<file path="src/rtl/fp_op_sequencer.sv">
// Issue controller in front of the FP add/subtract unit.
// Requests are queued in a small FIFO. The head is popped in IDLE and either
// answered directly (zero/denormal or Inf/NaN operands, which the adder cannot
// handle because it always forces the hidden bit) or issued to the adder. The
// result is then presented on a valid/ready port. One operation is in flight
// at a time, so results leave in request order.
//
// state   | meaning
// --------+--------------------------------------------------------------
// S_IDLE  | waiting for a queued request; pops and classifies the head
// S_ISSUE | one-cycle add_start pulse, loads latency and timeout counters
// S_WAIT  | operands held stable, waiting for add_done or the timeout
// S_OUT   | result presented on res_*, held until res_ready
module fp_op_sequencer #(
   parameter int DEPTH   = 4,
   parameter int LAT     = 1,
   parameter int TIMEOUT = 16
) (
   input  logic        clk,
   input  logic        n_rst,
   input  logic        in_valid,
   output logic        in_ready,
   input  logic [31:0] in_op1,
   input  logic [31:0] in_op2,
   input  logic        in_mode,
   output logic        add_start,
   output logic [31:0] op1,
   output logic [31:0] op2,
   output logic        mode,
   input  logic        add_done,
   input  logic [31:0] add_result,
   input  logic        add_overflow,
   output logic        res_valid,
   input  logic        res_ready,
   output logic [31:0] res_data,
   output logic        res_ovf,
   output logic        res_err,
   output logic        busy
);

   localparam int AW = (DEPTH > 1) ? $clog2(DEPTH) : 1;
   localparam int CW = AW + 1;
   localparam int WW = $clog2(LAT + 1) + 1;
   localparam int TW = $clog2(TIMEOUT) + 1;
   localparam logic [31:0] QNAN = 32'h7FC0_0000;

   typedef enum logic [1:0] {
      S_IDLE  = 2'd0,
      S_ISSUE = 2'd1,
      S_WAIT  = 2'd2,
      S_OUT   = 2'd3
   } state_t;

   state_t state, state_d;

   logic [31:0] mem_a [DEPTH];
   logic [31:0] mem_b [DEPTH];
   logic        mem_m [DEPTH];
   logic [AW-1:0] wr_ptr, rd_ptr;
   logic [CW-1:0] count;
   logic          full, empty, push, pop;

   logic [31:0] head_a, head_b;
   logic        head_m;
   logic [7:0]  exp_a, exp_b;

   logic [31:0] op1_q, op2_q;
   logic        mode_q;
   logic [31:0] res_data_q, res_data_d;
   logic        res_ovf_q, res_ovf_d;
   logic        res_err_q, res_err_d;
   logic [WW-1:0] wcnt, wcnt_d;
   logic [TW-1:0] tcnt, tcnt_d;
   logic          lat_hit;

   assign full   = (count == CW'(DEPTH));
   assign empty  = (count == '0);
   assign push   = in_valid && !full;
   assign pop    = (state == S_IDLE) && !empty;

   assign head_a = mem_a[rd_ptr];
   assign head_b = mem_b[rd_ptr];
   assign head_m = mem_m[rd_ptr];
   assign exp_a  = head_a[30:23];
   assign exp_b  = head_b[30:23];

   // wcnt is loaded with LAT in the issue cycle, so the adder result lands in
   // the WAIT cycle where wcnt has reached 1 (or already 0 for longer waits).
   assign lat_hit = (wcnt <= WW'(1));

   // FIFO storage; op2 is stored with the subtraction sign flip already applied.
   always_ff @(posedge clk) begin
      if (push) begin
         mem_a[wr_ptr] <= in_op1;
         mem_b[wr_ptr] <= {in_op2[31] ^ in_mode, in_op2[30:0]};
         mem_m[wr_ptr] <= in_mode;
      end
   end

   // FIFO pointers and occupancy; pointers wrap naturally at the power-of-2 depth.
   always_ff @(posedge clk or negedge n_rst) begin
      if (!n_rst) begin
         wr_ptr <= '0;
         rd_ptr <= '0;
         count  <= '0;
      end else begin
         if (push) wr_ptr <= wr_ptr + 1'b1;
         if (pop)  rd_ptr <= rd_ptr + 1'b1;
         case ({push, pop})
            2'b10:   count <= count + 1'b1;
            2'b01:   count <= count - 1'b1;
            default: count <= count;
         endcase
      end
   end

   // Next-state and result-register logic.
   always_comb begin
      state_d    = state;
      res_data_d = res_data_q;
      res_ovf_d  = res_ovf_q;
      res_err_d  = res_err_q;
      wcnt_d     = wcnt;
      tcnt_d     = tcnt;
      case (state)
         S_IDLE: begin
            if (!empty) begin
               state_d   = S_OUT;
               res_ovf_d = 1'b0;
               res_err_d = 1'b0;
               if (exp_a == 8'hFF || exp_b == 8'hFF) begin
                  res_data_d = QNAN;
                  res_err_d  = 1'b1;
               end else if (exp_a == 8'h00 && exp_b == 8'h00) begin
                  res_data_d = 32'h0000_0000;
               end else if (exp_a == 8'h00) begin
                  res_data_d = head_b;
               end else if (exp_b == 8'h00) begin
                  res_data_d = head_a;
               end else begin
                  state_d = S_ISSUE;
               end
            end
         end
         S_ISSUE: begin
            wcnt_d  = WW'(LAT);
            tcnt_d  = '0;
            state_d = S_WAIT;
         end
         S_WAIT: begin
            wcnt_d = (wcnt != '0) ? wcnt - 1'b1 : '0;
            tcnt_d = tcnt + 1'b1;
            if (lat_hit && add_done) begin
               res_data_d = add_result;
               res_ovf_d  = add_overflow | (add_result[30:23] == 8'hFF);
               res_err_d  = 1'b0;
               state_d    = S_OUT;
            end else if (tcnt == TW'(TIMEOUT - 1)) begin
               res_data_d = QNAN;
               res_ovf_d  = 1'b0;
               res_err_d  = 1'b1;
               state_d    = S_OUT;
            end
         end
         S_OUT: begin
            if (res_ready) begin
               res_data_d = '0;
               res_ovf_d  = 1'b0;
               res_err_d  = 1'b0;
               state_d    = S_IDLE;
            end
         end
         default: state_d = S_IDLE;
      endcase
   end

   // State, counters and result registers.
   always_ff @(posedge clk or negedge n_rst) begin
      if (!n_rst) begin
         state      <= S_IDLE;
         res_data_q <= '0;
         res_ovf_q  <= 1'b0;
         res_err_q  <= 1'b0;
         wcnt       <= '0;
         tcnt       <= '0;
      end else begin
         state      <= state_d;
         res_data_q <= res_data_d;
         res_ovf_q  <= res_ovf_d;
         res_err_q  <= res_err_d;
         wcnt       <= wcnt_d;
         tcnt       <= tcnt_d;
      end
   end

   // Adder operand registers change only when the head is popped.
   always_ff @(posedge clk or negedge n_rst) begin
      if (!n_rst) begin
         op1_q  <= '0;
         op2_q  <= '0;
         mode_q <= 1'b0;
      end else if (pop) begin
         op1_q  <= head_a;
         op2_q  <= head_b;
         mode_q <= head_m;
      end
   end

   assign add_start = (state == S_ISSUE);
   assign op1       = op1_q;
   assign op2       = op2_q;
   assign mode      = mode_q;
   assign res_valid = (state == S_OUT);
   assign res_data  = res_data_q;
   assign res_ovf   = res_ovf_q;
   assign res_err   = res_err_q;
   assign in_ready  = !full;
   assign busy      = (state != S_IDLE) || !empty;

endmodule

</file>
<file path="config.mk">
export PLATFORM = sky130hd
export DESIGN_NAME = fp_op_sequencer
export DESIGN_NICKNAME = d
export VERILOG_FILES = /design/src/rtl/fp_op_sequencer.sv
export SDC_FILE = /design/constraint.sdc
export NUM_CORES = 1
export LEC_CHECK = 0
export CORE_MARGIN = 1.5
export CORE_UTILIZATION = 40
export CTS_CLUSTER_DIAMETER = 80
export CTS_CLUSTER_SIZE = 40
export DETAILED_ROUTE_END_ITERATION = 16
export PLACE_DENSITY_LB_ADDON = 0.12
export SLEW_MARGIN = 15
export SYNTH_ARGS = -nofsm -noshare
export SYNTH_HDL_FRONTEND = slang
export SYNTH_SLANG_ARGS = --single-unit
export TNS_END_PERCENT = 20
</file>
<file path="constraint.sdc">
create_clock -name clk -period 2.8 [get_ports clk]
set_input_delay 0.42 -clock clk [delete_from_list [all_inputs] [get_ports clk]]
set_output_delay 0.42 -clock clk [all_outputs]
set_load 0.02 [all_outputs]
</file>
==> results.yml <==
outcome:
  status: "finished, violations left"
  failed_checks: "setup timing"
synth:
  synthMuxAreaShare: 0.194
  synth-simple-area-share: 0.0199
  synth_edf_count: 260
  synthFlopType: "edfxtp_1"
  synth_top_family_by_area: "multiplexers"
  avgSynthCellArea_sq_um: 19.7
  syn_area_sq_mm: 0.0149
  synthAdderAreaFrac: 0.0114
  synth_seq_area_share: 0.718
  synth-seq-cells: 375
  synthDistinctLibCells: 48
  syn_inst: 757
  synth-compound-area-share: 0.0351
  synth_xor_area_frac: 0.00412
  syn-num-nets: 873
  yosys_warnings: 0
  async_flop_share: 0.307
detailed_routing:
  wl_per_cell_um: 23.1
  dr.first_iter.drc_count: 429
  ant_nets: 0
  vias: 7925
  drtPass1Iterations: 4
  routed_wl_um: 34500
  drc: 0
  routed_via_density: 5.29
place:
  dp_hpwl_um: 23200
  portBuffers: 205
  dp_cells: 1454
  post-place-ws_ns: -0.284
  gp_congestion: 0.783
critical_path:
  reg2reg_depth: 9
  rrSetupSlack_ns: -0.26
  path_max_fanout: 8
  r2r-start: "rd_ptr[0]"
  path_class: "reg -> reg"
  start_kind: "flip-flop"
  cp-end-kind: "flip-flop"
  r2r_end: "res_data[10]"
  cp_data_required_time_ns: 3.19
  cp.arrival_ns: 3.45
cts:
  numCtsBuffers: 18
  cts_tree: "yes"
  cts.sinks: 375
  clkTransAtPathRegs_ns: 0.11
  cts-root-buf: "clkbuf_16"
  htree_num_levels: 1
  clock_path_buffers: 3
  clk_latency_ns: 0.54
grt:
  grt_util_all_layers: 0.182
  antenna_found_initial: 9
  grt_pass1_vias: 8358
  grt_pass1_wl_um: 52600
  overflow: 0
  grt_max_degree: 68
sta:
  rsz0062_at_grt: "yes"
  min_period_over_period: 1.09
  setup_slack_ns: -0.260
  finalClockSkew_ns: 0.0369
  setup_viol: 31
  final_max_slew_viol_count: 0
  worstMarginPinSlew_ns: 0.797
  relSlewSlack: 0.468
  fin_crit_ns: 3.06
  hold_viol: 0
  whs_ns: 0.447
  clock.fmax_ghz: 0.327
floorplan:
  pin_count: 206
  start_util: 0.407
  fp.dieW_um: 196
  rows: 70
  die_y_um: 196
  dieArea_sq_mm: 0.0384
  coreArea_sq_mm: 0.0366
final_layout:
  fin_nets: 1129
  final_util: 0.514
  drive_above_1_share: 0.298
  fin_cells: 1497
  syn2layout_area_growth_pct: 26.4
power_and_ir_drop:
  irDropWorstVdd_mv: 0.648
  power_density_mw_per_mm2: 1160
  leakage_uw: 0.00673
job:
  drv_cap: 0
hold_path:
  hold_class: "in -> async"
-- area by class of cell --
cell class,count,area (sq um)
fill,3089,17800
sequential,375,10700
multi-input combinational,330,4010
timing repair buffer,273,2810
tap,468,586
clock buffer,19,475
clock inverter,13,188
inverter,15,56.3
antenna,4,10.0
-- synthesized netlist by cell type (2+ instances only) --
cell type / number / area share
dfrtp_1: 115 / 0.19
a21oi_1: 11 / 0.0037
clkbuf_1: 16 / 0.0040
xnor2_1: 3 / 0.0018
nand2b_1: 3 / 0.0013
or4_1: 2 / 0.0010
o211ai_1: 8 / 0.0040
nor2_1: 10 / 0.0025
and3_1: 6 / 0.0025
mux2_2: 100 / 0.076
edfxtp_1: 260 / 0.52
ha_1: 12 / 0.010
o21ai_0: 19 / 0.0064
or4_4: 2 / 0.0015
nand3_1: 5 / 0.0017
nand2_1: 9 / 0.0023
buf_1: 10 / 0.0025
buf_2: 2 / 0.00067
nand4_1: 6 / 0.0025
a22o_1: 23 / 0.014
inv_1: 15 / 0.0038
buf_6: 5 / 0.0038
buf_4: 3 / 0.0015
xor2_1: 4 / 0.0024
mux2_4: 20 / 0.020
mux4_2: 65 / 0.098
o22ai_1: 2 / 0.00084
-- per-stage QoR --
| step | instance area [sq um] | TNS [ns] | total power, uW |
|---|---|---|---|
| floorplan | 14900 | -6.72 | 14400 |
| global placement | 18000 | -7.47 | 18400 |
| detailed placement | 18000 | -8.08 | 18600 |
| CTS | 18800 | -7.09 | 22200 |
| global route | 18800 | -9.52 | 23000 |
| finish | 18800 | -6.82 | 21900 |
-- what timing repair did --
| action | CTS | global route |
|---|---|---|
| endpoints found under the setup margin | 33 | 32 |
| buffers inserted | 3 | 2 |
| endpoints found under the hold margin | 60 | 0 |
| pin swaps | 2 | 3 |
| hold buffers | 1 | 0 |
| resized for setup | 11 | 2 |
| gates cloned | 1 | 0 |
-- critical path, stage by stage (launching register included) --
cell	delay, ns
dfrtp_4	0.47
buf_12	0.14
mux4_2	0.51
or4_4	0.59
buf_6	0.15
nor2_4	0.15
buf_12	0.15
mux2_2	0.33
a22o_1	0.18
mux2_4	0.25
-- routing by layer --
layer  vias to the layer above  global-route usage  routed length, um
met1                      4135               0.264              15900
met3                        40              0.0380               1990
li1                       3527                   -                  -
met4                        10              0.0356                616
met2                       213               0.287              15900
met5                         -                   0                 65
-- flip-flops by register name (all words and copies together) (netlist names) --
| name | count |
|---|---|
| count | 3 |
| mem_a | 128 |
| mem_b | 128 |
| mem_m | 4 |
| mode | 1 |
| op1 | 32 |
| op2 | 32 |
| rd_ptr | 2 |
| res_data | 32 |
| res_err | 1 |
| res_ovf | 1 |
| state | 2 |
| tcnt | 5 |
| wcnt | 2 |
| wr_ptr | 2 |
-- report_power, final --
part	total [uW]	internal, uW	switching [uW]
clock network	3340	1390	1950
logic	10200	5350	4830
registers	8350	7630	724
-- worst max-delay path by stage --
| stage | startpoint | end | slack, ns | cells past startpoint |
|---|---|---|---|---|
| floorplan | rd_ptr[0] | res_data[20] | -0.23 | 9 |
| global placement | rd_ptr[0] | res_data[7] | -0.27 | 8 |
| detailed placement | rd_ptr[0] | res_data[23] | -0.28 | 8 |
| CTS | rd_ptr[0] | res_data[11] | -0.25 | 9 |
| global route | rd_ptr[0] | res_data[11] | -0.33 | 9 |
| finish | rd_ptr[0] | res_data[10] | -0.26 | 9 |
-- logic make-up (layout without fill, tap and decap cells) --
group,after synthesis,count (layout)
AOI/OAI and AO/OA,73,73
other,0,4
DFF,375,375
muxes,185,185
adders and majority gates,13,13
xor gates and xnor gates,7,7
and+or+nand+nor,52,52
buffers and inverters,52,320
-- layout by cell type, fill, tap and decap left out, types with 8 or more instances in the layout --
| cell type | synthesis | final |
|---|---|---|
| buf_4 | 3 | 45 |
| buf_12 | 1 | 16 |
| inv_1 | 15 | 15 |
| o21ai_0 | 19 | 18 |
| mux4_2 | 65 | 65 |
| clkdlybuf4s50_1 | 0 | 204 |
| mux2_2 | 100 | 99 |
| clkbuf_16 | 0 | 19 |
| nand2_1 | 9 | 9 |
| nor2_1 | 10 | 9 |
| o211ai_1 | 8 | 8 |
| ha_1 | 12 | 12 |
| dfrtp_1 | 115 | 113 |
| a21oi_1 | 11 | 11 |
| a22o_1 | 23 | 23 |
| mux2_4 | 20 | 21 |
| edfxtp_1 | 260 | 260 |
Power figures use the tool's default switching activity.
